File: config.mk
export PLATFORM = sky130hd
export DESIGN_NAME = decode_stage
export DESIGN_NICKNAME = d
export VERILOG_FILES = /design/src/rtl/decode_stage.sv
export SDC_FILE = /design/constraint.sdc
export NUM_CORES = 1
export LEC_CHECK = 0
export BUFFER_PORTS_ARGS = -buffer_cell sky130_fd_sc_hd__buf_4
export CELL_PAD_IN_SITES_DETAIL_PLACEMENT = 1
export CELL_PAD_IN_SITES_GLOBAL_PLACEMENT = 1
export CORE_ASPECT_RATIO = 0.8
export CORE_MARGIN = 10
export CORE_UTILIZATION = 36
export DETAILED_ROUTE_END_ITERATION = 10
export MAX_ROUTING_LAYER = met4
export PLACE_DENSITY_LB_ADDON = 0.08
export SYNTH_ARGS = -nofsm -noshare
export SYNTH_HDL_FRONTEND = slang
export SYNTH_SLANG_ARGS = --single-unit
export TNS_END_PERCENT = 20
File: constraint.sdc
create_clock -name clk -period 4.35 [get_ports clk]
set_input_delay 0.6525 -clock clk [delete_from_list [all_inputs] [get_ports clk]]
set_output_delay 0.6525 -clock clk [all_outputs]
set_load 0.02 [all_outputs]
File: src/rtl/decode_stage.sv
// decode_stage: registered instruction-decode stage with a valid/ready
// handshake. Splits the instruction into fields, generates control signals,
// resolves BZ/BC from the execute flags, and interlocks on load-use and
// flag-use hazards.
// Optional feature macro: DECODE_ILLEGAL_TRAP_EN (opcode 11xxx flags
// out_illegal and sets a sticky trap that blocks input until flush/reset).
// Without the macro, 11xxx decodes as a NOP and out_illegal is tied low.
`timescale 1ns/1ps
module decode_stage #(
  parameter int INST_W   = 16,
  parameter int RA_W     = 3,
  parameter int LOAD_LAT = 1,
  parameter int FLAG_LAT = 1
) (
  input  logic                       clk,
  input  logic                       reset,
  input  logic                       flush,
  input  logic                       in_valid,
  output logic                       in_ready,
  input  logic [INST_W-1:0]          inst,
  input  logic [3:0]                 flags,
  output logic                       out_valid,
  input  logic                       out_ready,
  output logic                       out_regw,
  output logic                       out_memw,
  output logic                       out_flagsw,
  output logic                       out_alusrc,
  output logic                       out_pcs,
  output logic                       out_port_write,
  output logic [3:0]                 out_alu_ctrl,
  output logic [RA_W-1:0]            out_rd,
  output logic [RA_W-1:0]            out_rs,
  output logic [INST_W-6-2*RA_W-1:0] out_imm,
  output logic                       out_illegal
);

  localparam int IMM_W = INST_W - 6 - 2*RA_W;

  localparam logic [4:0] OP_JMP = 5'b10000;
  localparam logic [4:0] OP_BZ  = 5'b10001;
  localparam logic [4:0] OP_JAL = 5'b10010;
  localparam logic [4:0] OP_BC  = 5'b10011;
  localparam logic [4:0] OP_LD  = 5'b10100;
  localparam logic [4:0] OP_ST  = 5'b10101;
  localparam logic [4:0] OP_IN  = 5'b10110;
  localparam logic [4:0] OP_OUT = 5'b10111;

  // Instruction fields
  logic [4:0]       op;
  logic [RA_W-1:0]  rd;
  logic [RA_W-1:0]  rs;
  logic [IMM_W-1:0] imm;
  logic             funct;

  assign op    = inst[INST_W-1 -: 5];
  assign rd    = inst[INST_W-6 -: RA_W];
  assign rs    = inst[INST_W-6-RA_W -: RA_W];
  assign imm   = inst[IMM_W:1];
  assign funct = inst[0];

  // Only Z and C take part in branch resolution; N and V are carried for
  // future condition codes.
  logic unused_flags;
  assign unused_flags = ^{flags[3], flags[0]};

  // Decoded controls for the incoming instruction
  logic       regw_d, memw_d, flagsw_d, alusrc_d, pcs_d, port_write_d;
  logic [3:0] alu_ctrl_d;
  logic       illegal_d;

  logic in_fire;
  logic hazard_ld, hazard_fl, hazard;
  logic trap;
  logic out_valid_q;

  // Combinational decode of the opcode map, including branch resolution
  always_comb begin
    regw_d       = 1'b0;
    memw_d       = 1'b0;
    flagsw_d     = 1'b0;
    alusrc_d     = funct;
    pcs_d        = 1'b0;
    port_write_d = 1'b0;
    alu_ctrl_d   = 4'b1111;
    illegal_d    = 1'b0;
    if (!op[4]) begin
      regw_d     = 1'b1;
      flagsw_d   = 1'b1;
      alu_ctrl_d = op[3:0];
    end else begin
      case (op)
        OP_JMP:  pcs_d = 1'b1;
        OP_BZ:   pcs_d = flags[2];
        OP_JAL: begin
          pcs_d  = 1'b1;
          regw_d = 1'b1;
        end
        OP_BC:   pcs_d = flags[1];
        OP_LD:   regw_d = 1'b1;
        OP_ST:   memw_d = 1'b1;
        OP_IN:   regw_d = 1'b1;
        OP_OUT:  port_write_d = 1'b1;
`ifdef DECODE_ILLEGAL_TRAP_EN
        default: illegal_d = 1'b1;
`else
        default: illegal_d = 1'b0;
`endif
      endcase
    end
  end

  assign hazard   = hazard_ld | hazard_fl;
  assign in_ready = !reset && !flush && !trap && (!out_valid_q || out_ready) && !hazard;
  assign in_fire  = in_valid && in_ready;

  // Load-use interlock: count down bubbles after LD and block readers of its rd
  if (LOAD_LAT > 0) begin : g_ld
    localparam int LDW = $clog2(LOAD_LAT + 1);
    logic [LDW-1:0]  ld_cnt_q;
    logic [RA_W-1:0] ld_rd_q;

    // Counter reloads on LD acceptance, otherwise drains to zero every cycle
    always_ff @(posedge clk) begin
      if (reset || flush)
        ld_cnt_q <= '0;
      else if (in_fire && op == OP_LD)
        ld_cnt_q <= LDW'(LOAD_LAT);
      else if (ld_cnt_q != '0)
        ld_cnt_q <= ld_cnt_q - LDW'(1);
    end

    // Destination register of the most recent LD
    always_ff @(posedge clk) begin
      if (in_fire && op == OP_LD)
        ld_rd_q <= rd;
    end

    // JMP, JAL and IN never read a register, so they pass through
    assign hazard_ld = (ld_cnt_q != '0) &&
                       !(op == OP_JMP || op == OP_JAL || op == OP_IN) &&
                       (rd == ld_rd_q || rs == ld_rd_q);
  end else begin : g_no_ld
    assign hazard_ld = 1'b0;
  end

  // Flag-use interlock: conditional branches wait for fresh flags
  if (FLAG_LAT > 0) begin : g_fl
    localparam int FLW = $clog2(FLAG_LAT + 1);
    logic [FLW-1:0] fl_cnt_q;

    // Counter reloads on a flag-writing acceptance, otherwise drains to zero
    always_ff @(posedge clk) begin
      if (reset || flush)
        fl_cnt_q <= '0;
      else if (in_fire && flagsw_d)
        fl_cnt_q <= FLW'(FLAG_LAT);
      else if (fl_cnt_q != '0)
        fl_cnt_q <= fl_cnt_q - FLW'(1);
    end

    assign hazard_fl = (fl_cnt_q != '0) && (op == OP_BZ || op == OP_BC);
  end else begin : g_no_fl
    assign hazard_fl = 1'b0;
  end

`ifdef DECODE_ILLEGAL_TRAP_EN
  logic trap_q;
  logic out_illegal_q;

  // Sticky trap: set by an accepted illegal opcode, cleared only by flush/reset
  always_ff @(posedge clk) begin
    if (reset || flush)
      trap_q <= 1'b0;
    else if (in_fire && illegal_d)
      trap_q <= 1'b1;
  end

  // Registered illegal indication travelling with the other outputs
  always_ff @(posedge clk) begin
    if (reset)
      out_illegal_q <= 1'b0;
    else if (in_fire)
      out_illegal_q <= illegal_d;
  end

  assign trap        = trap_q;
  assign out_illegal = out_illegal_q;
`else
  logic unused_illegal;
  assign unused_illegal = illegal_d;
  assign trap           = 1'b0;
  assign out_illegal    = 1'b0;
`endif

  // ---- decode -> execute register boundary ----
  logic                 regw_q, memw_q, flagsw_q, alusrc_q, pcs_q, port_write_q;
  logic [3:0]           alu_ctrl_q;
  logic [RA_W-1:0]      rd_q, rs_q;
  logic [IMM_W-1:0]     imm_q;

  // Output register: capture on accept, drop valid when consumed or flushed
  always_ff @(posedge clk) begin
    if (reset) begin
      out_valid_q  <= 1'b0;
      regw_q       <= 1'b0;
      memw_q       <= 1'b0;
      flagsw_q     <= 1'b0;
      alusrc_q     <= 1'b0;
      pcs_q        <= 1'b0;
      port_write_q <= 1'b0;
      alu_ctrl_q   <= 4'b1111;
      rd_q         <= '0;
      rs_q         <= '0;
      imm_q        <= '0;
    end else begin
      if (flush)
        out_valid_q <= 1'b0;
      else if (in_fire)
        out_valid_q <= 1'b1;
      else if (out_ready)
        out_valid_q <= 1'b0;

      if (in_fire) begin
        regw_q       <= regw_d;
        memw_q       <= memw_d;
        flagsw_q     <= flagsw_d;
        alusrc_q     <= alusrc_d;
        pcs_q        <= pcs_d;
        port_write_q <= port_write_d;
        alu_ctrl_q   <= alu_ctrl_d;
        rd_q         <= rd;
        rs_q         <= rs;
        imm_q        <= imm;
      end
    end
  end

  assign out_valid      = out_valid_q;
  assign out_regw       = regw_q;
  assign out_memw       = memw_q;
  assign out_flagsw     = flagsw_q;
  assign out_alusrc     = alusrc_q;
  assign out_pcs        = pcs_q;
  assign out_port_write = port_write_q;
  assign out_alu_ctrl   = alu_ctrl_q;
  assign out_rd         = rd_q;
  assign out_rs         = rs_q;
  assign out_imm        = imm_q;

endmodule
After elaboration in Yosys (flattened, before gate mapping)
Index checks and enable logic that the tools add are counted.
Word-level totals
  flip-flop bits (word level): 26
  output and inout bits: 23
  logic and storage cells: 67
Operators by class
  bitwise gates (word level): 1
  mux-type cells: 16
  add/subtract/negate cells: 2
  equal/unequal tests: 10
  reductions and logical operators: 24
Operators by type and width (number)
  == test 5 bit, second input constant: 8
  2-to-1 mux 1 bit: 14
  logical AND 1 bit: 9
  == test 3 bit: 2
  logical OR 1 bit: 6
  logical NOT 1 bit: 5
  2-to-1 mux 4 bit: 1
  OR reduction 2 bit: 2
  one-hot mux 1 bit (3 select lines): 1
  OR reduction 3 bit: 1
  nonzero test 2 bit: 1
  subtractor 1 bit, second input constant: 2
  bitwise OR 1 bit: 1

Longest topological paths before layout
Gate-level depths: netlist of run 1.
  depth after elaboration: 12
  depth in mapped cells: 8
  depth with buffers taken out: 5

Least setup slack after synthesis of run 1
OpenSTA, ideal clock, no wires.
  kind: input port to output port
  from: input port inst[15]
  to: output port in_ready
  buffers on the path: 2
  data required time: 3.697 ns
  path slack: 1.874 ns
  stages: 6
  data arrival time: 1.824 ns
  cells stage by stage: buf_4 and2b_4 o21ai_2 o221ai_2 clkbuf_1 and2_1
Between the ends
  longest elaborated chain between the ends: 9
  elaborated cells on any way between the ends: 15
Ends and longest elaborated chain
  from (decl): line 20  | input logic [INST_W-1:0] inst,
  == test 5 bit: line 140  | !(op == OP_JMP || op == OP_JAL || op == OP_IN) &&
  logical OR 1 bit (2 in a row): line 140
  logical NOT 1 bit: line 140
  logical AND 1 bit: line 139  | assign hazard_ld = (ld_cnt_q != '0) &&
  logical AND 1 bit: line 140
  bitwise OR 1 bit (*): line 112  | assign hazard = hazard_ld | hazard_fl;
  logical NOT 1 bit (*): line 113  | assign in_ready = !reset && !flush && !trap && (!out_valid_q || out_ready) && !hazard;
  logical AND 1 bit (*): line 113
  to (decl): line 19  | output logic in_ready,
Every way passes the cells marked *; elsewhere a longest branch is shown, timed or not.

Worst setup path after layout of run 1
  from: input port inst[6]
  to: output port in_ready
Between the ends
  longest elaborated chain between the ends: 6
Ends and longest elaborated chain
  == test 3 bit: line 141  | (rd == ld_rd_q || rs == ld_rd_q);
  logical OR 1 bit: line 141
  logical AND 1 bit: line 140
  bitwise OR 1 bit: line 112
  logical NOT 1 bit: line 113
  logical AND 1 bit: line 113
Every way passes these cells.

==> results of run 1 <==
## synth_stat cells, drive strengths merged
| master | number | area [um2] |
|---|---|---|
| a21boi | 1 | 7.51 |
| nor2 | 8 | 30.0 |
| nand2b | 3 | 18.8 |
| or4 | 2 | 15.0 |
| mux2i | 3 | 30.0 |
| dfxtp | 23 | 460 |
| buf | 5 | 28.8 |
| nor3b | 1 | 7.51 |
| edfxtp | 3 | 90.1 |
| o21ai | 18 | 93.8 |
| nand3b | 1 | 7.51 |
| a211oi | 1 | 7.51 |
| nand3 | 14 | 70.1 |
| and2 | 2 | 12.5 |
| xor2 | 6 | 52.6 |
| nor2b | 2 | 12.5 |
| nand2 | 3 | 11.3 |
| inv | 1 | 3.75 |
| a21oi | 13 | 65.1 |
| clkbuf | 5 | 20.0 |
| o221ai | 1 | 15.0 |
| o31a | 2 | 17.5 |
| nor3 | 4 | 20.0 |
| and2b | 1 | 10.0 |
| o221a | 1 | 20.0 |
| nand4 | 1 | 6.26 |
| o211a | 1 | 10.0 |
| or3 | 1 | 6.26 |
| conb | 1 | 3.75 |
| o31ai | 1 | 7.51 |
## power breakdown
group	switching (uW)	internal [uW]
clock	75.7	65.7
combinational	37.1	30.9
sequential	2.87	248
## worst reg2reg max path: cells and delay by family, from the launching register on
family          cells  cell delay, ns
flops               1            0.42
simple gates        3            0.98
xor+xnor            1            0.16
compound gates      1            0.64
## path summary, 6_finish.rpt
check / start / end / cells after the start
setup reg to reg: g_ld.ld_rd_q[1] / g_ld.ld_rd_q[0] / 5
hold / removal: out_regw / out_regw / 2
hold reg to reg: out_regw / out_regw / 2
setup / recovery: inst[6] / in_ready / 6
## metrics by stage
stage                     utilization  worst slack, ns  hold WS, ns
after detailed placement        0.484             1.38        0.472
after global routing            0.498             1.40        0.527
after CTS                       0.498             1.52        0.491
after global placement          0.484             1.41        0.462
after floorplan                     -             1.87        0.547
final                           0.498             1.54        0.484
## final cells by class
class                   instances  area share
flip-flops and latches         26       0.358
well taps                      40      0.0325
repair buffers                 44       0.215
multi-input cells              92       0.363
inverters                       1     0.00244
clock buffers                   4      0.0293
## sequential cells by signal, summed over array words and instances (netlist names)
signal          cells
out_pcs             1
out_memw            1
out_alu_ctrl        4
out_regw            1
g_ld.ld_rd_q        3
g_ld.ld_cnt_q       1
out_rs              3
g_fl.fl_cnt_q       1
out_alusrc          1
out_rd              3
out_imm             4
out_flagsw          1
out_valid           1
out_port_write      1
## routing by layer
layer,GRT usage,vias up
met5,-,-
met4,0.0390,0
li1,-,535
met2,0.192,38
met3,0.0458,5
met1,0.144,531
## logic make-up after synthesis
logic type / count (synthesis) / share of synthesized area
AOI/OAI and AO/OA: 39 / 0.210
xor gates and xnor gates: 6 / 0.0453
buffers and inverters: 11 / 0.0452
DFF: 26 / 0.474
muxes: 3 / 0.0259
other: 1 / 0.00323
and+or+nand+nor: 43 / 0.196
==> impl_metrics.ini, run 1 <==
[outcome]
run_status = completed

[synthesis]
synthesis.area_um2 = 1160
seq_area_frac_synth = 0.474
synth.yosys.warnings = 0
ys_ff_latch = 26
synth.distinct_cells = 34
mappedNetlistNets = 154
avgSynthCellArea_um2 = 9.00
syn-instance-count = 129

[routing]
vias = 1109
detailed_route_drc_error_count = 0
avgRoutedWirePerCell_um = 17.1
wl_met1_mm = 1.57
drt_iter0_markers = 50
top_layer = met4
first_pass_iters = 4
wl_met3_um = 237
detail-route-antenna-nets = 0
via_per_inst = 5.36
routed_wirelength_mm = 3.54
met2RoutedLength_mm = 1.68

[power_and_ir_drop]
total_leakage_power_uw = 0.000623
irDropWorstVdd_uv = 193
power_uw = 461
p_per_area_nw_per_um2 = 300

[critical_path]
cp.required_ns = 3.70
path_max_fanout = 16
endpoint_kind = output pin
crit_path_cell_trace = buf_4, xor2_1, nor3_1, o221ai_2, and2_1, buf_4
timing.setup.critical_path_class = in2out
worst_path_dominant_cell_family = simple AND/OR/NAND/NOR gates
critical_path_buf_inv_count = 2
r2r_setup_slack_ns = 1.82
crit_start_category = input port
critPathArrivalTime_ns = 2.16
cp_slowest_cell = sky130_fd_sc_hd__o221ai_2
critPathMaxStageDelay_ns = 0.41
timing.critical_path.mode_cell = sky130_fd_sc_hd__buf_4

[sta]
worst-slew-pin-transition_ns = 0.782
worst_clock_skew_ns = 0.00706
hold_violations = 0
min_period_over_period = 0.646
fmaxAchievable_ghz = 0.356
rsz_0062_raised_after_global_routing = false
layout_min_cycle_time_ns = 2.81
timing.final.setup_violations = 0
maxSlewViolCount = 0
max_slew_margin = 0.479
tns_ns = 0

[grt]
grt_use_total = 0.123
initial_antenna_violation_count = 0
globalRouteOverflowTotal = 0
grt_first_pass_wirelength_mm = 5.88
first_global_vias = 1125
grt_max_degree = 23

[floorplan]
fp.dieArea_um2 = 5910
ioPinCount = 48
core.rowCount = 18
design.core.area_um2 = 3090
floorplan.initialDensity = 0.376
die_y_um = 70.8
die_width_um = 83.5

[finish]
final_cell_count_no_fill = 207
area_delta_synth_final_pct = 32.4
layout_nets = 193
final_area_um2 = 1540
final_common_cell = sky130_fd_sc_hd__buf_4
post_route_cells_drive_above_1_share = 0.305
layout.cells.most_common_list = sky130_fd_sc_hd__buf_4, sky130_fd_sc_hd__dfxtp_1, sky130_fd_sc_hd__o21ai_0
antenna_cells_inserted = 0
multi_input_area_um2 = 558
area.sequential_um2 = 551
n_fill_cell = 379

[clock_tree]
cts_stage_hold_buffer_count = 0
cts_htree_levels = 1
largest_buffer_count_on_any_clock_path = 2
tritoncts_num_sinks = 26
cts_resized = 0
cts.root.buffer_cell = sky130_fd_sc_hd__clkbuf_8
clock_pin_slew_of_the_registers_on_the_worst_case_setup_and_hold_paths_ns = 0.08
tritoncts_clock_tree = built
worst_skew_pair.late_latency_ns = 0.28
cts_made_buffers = 3
post-cts-setup-buffers = 0

[placed_design]
dpl-instance-area_um2 = 1490
buffer_ports.inserted = 44
gp_congestion = 0.790
dp_hpwl_mm = 2.63
dp.cells = 203

[job]
maxCapViolCount = 0

[hold_path]
hold_path.class = reg2reg
Note: power is estimated with default switching activity, not from simulation.
==> run 2, diff against run 1 <==
- CORE_UTILIZATION: 36 -> 33
- clock period: 4.35 -> 2.8 ns (I/O delays scaled with it)
==> impl_metrics.ini, run 2 (synthesis results as in run 1) <==
[floorplan]
floorplan.initialDensity = 0.342
core.rowCount = 19
die_width_um = 86.3
ioPinCount = 48
fp.dieArea_um2 = 6310
design.core.area_um2 = 3400
die_y_um = 73.1

[grt]
grt_use_total = 0.122
initial_antenna_violation_count = 0
grt_max_degree = 23
globalRouteOverflowTotal = 0
grt_first_pass_wirelength_mm = 6.11
first_global_vias = 1221

[clock_tree]
worst_skew_pair.late_latency_ns = 0.27
tritoncts_num_sinks = 26
largest_buffer_count_on_any_clock_path = 2
cts_resized = 0
cts_stage_hold_buffer_count = 0
cts_htree_levels = 1
tritoncts_clock_tree = built
post-cts-setup-buffers = 0
clock_pin_slew_of_the_registers_on_the_worst_case_setup_and_hold_paths_ns = 0.09
cts.root.buffer_cell = sky130_fd_sc_hd__clkbuf_8
cts_made_buffers = 3

[power_and_ir_drop]
power_uw = 740
switching_share = 0.243
pwr-share-seq = 0.528
total_leakage_power_uw = 0.000639
irDropWorstVdd_uv = 236
power.share.combinational = 0.145
pwr-share-clk = 0.327
p_int_uw = 561
p_per_area_nw_per_um2 = 473
power.switching_uw = 180

[sta]
hold_violations = 0
layout_min_cycle_time_ns = 2.39
max_slew_margin = 0.636
worst_clock_skew_ns = 0.00387
tns_ns = 0
maxSlewViolCount = 0
setup_ws_ns = 0.407
worst-slew-pin-transition_ns = 0.545
final.hold.worst_slack_ns = 0.350
timing.final.setup_violations = 0
rsz_0062_raised_after_global_routing = false
fmaxAchievable_ghz = 0.418
min_period_over_period = 0.855

[placed_design]
buffer_ports.inserted = 44
dpl-instance-area_um2 = 1510
preCtsSetupSlack_ns = 0.341
gp_congestion = 0.807
dp_hpwl_mm = 2.71

[hold_path]
hold_path_startpoint = inst[9]
hold_path.class = in2reg
min_delay_path_depth = 1
worstHoldEndpoint = g_ld.ld_rd_q[1]

[critical_path]
worstReg2RegStart = g_ld.ld_rd_q[1]
crit-reg2reg-capture = g_ld.ld_rd_q[1]
cp_slowest_cell = sky130_fd_sc_hd__edfxtp_1
endpoint_kind = output pin
path_max_fanout = 9
critPathMaxStageDelay_ns = 0.45
critPathArrivalTime_ns = 1.97
cp.required_ns = 2.38
crit_cells = 5
crit_path_cell_trace = xor2_1, nor3_1, o221ai_2, and2_1, buf_4
timing.reg2reg.worst_path_depth = 5
r2r_setup_slack_ns = 0.45
timing.setup.critical_path_class = reg2out
crit_start_category = flip-flop
critical_path_buf_inv_count = 1
worst_path_dominant_cell_family = simple AND/OR/NAND/NOR gates

[routing]
detailed_route_drc_error_count = 0
via_per_inst = 5.24
avgRoutedWirePerCell_um = 17.7
routed_wirelength_mm = 3.74
vias = 1106
first_pass_iters = 4
detail-route-antenna-nets = 0
drt_iter0_markers = 86

[finish]
layout_nets = 195
n_fill_cell = 403
post_route_cells_drive_above_1_share = 0.320
final_common_cell = sky130_fd_sc_hd__buf_4
final_area_um2 = 1570
antenna_cells_inserted = 0
layout.cells.most_common_list = sky130_fd_sc_hd__buf_4, sky130_fd_sc_hd__dfxtp_1, sky130_fd_sc_hd__o21ai_0
area_delta_synth_final_pct = 34.8

[outcome]
run_status = completed

[job]
maxCapViolCount = 0
## run 2: changes by cell type in the layout (fill, tap and decap cells not counted), sizes merged
cell,before,now
buf,44,46
## run 2: cell type report
| class | count | area (um2) | area share |
|---|---|---|---|
| inverter | 1 | 3.75 | 0.00240 |
| sequential | 26 | 551 | 0.352 |
| timing repair buffer | 46 | 345 | 0.221 |
| tap | 42 | 52.6 | 0.0336 |
| clock buffer | 4 | 55.1 | 0.0352 |
| multi-input combinational | 92 | 558 | 0.357 |
## run 2: worst reg2reg max path, cell delays in order, from the launching register on
cell and delay [ns]:
sky130_fd_sc_hd__edfxtp_1 0.42, sky130_fd_sc_hd__xor2_1 0.21, sky130_fd_sc_hd__nor3_1 0.13, sky130_fd_sc_hd__o221ai_2 0.41, sky130_fd_sc_hd__nand2_1 0.33, sky130_fd_sc_hd__nor3_1 0.50
## run 2: metrics by stage
stage               utilization  instances
floorplan                     -        129
global placement          0.444        207
detailed placement        0.444        207
CTS                       0.460        211
global route              0.460        211
finish                    0.460        211
## run 2: layer usage
metal	wire (um)	GRT usage
met1	1690	0.146
met2	1790	0.196
met3	242	0.0435
met4	17	0.0233
met5	0	-
## run 2: worst max-delay path by stage
stage | from | end | slack (ns)
finish | g_ld.ld_rd_q[0] | in_ready | 0.41
global route | g_ld.ld_rd_q[1] | g_ld.ld_rd_q[2] | 0.21
CTS | g_ld.ld_rd_q[1] | in_ready | 0.40
detailed placement | inst[14] | g_ld.ld_rd_q[2] | 0.34
global placement | inst[14] | g_ld.ld_rd_q[1] | 0.38
floorplan | inst[15] | in_ready | 0.79
## run 2: power groups by stage
stage	Clock [uW]	Sequential (uW)	Combinational (uW)
2_1_floorplan	0	410	42.7
3_3_place_gp	0	399	105
3_5_place_dp	0	400	108
4_1_cts	251	391	109
5_1_grt	272	392	118
6_report	242	391	107
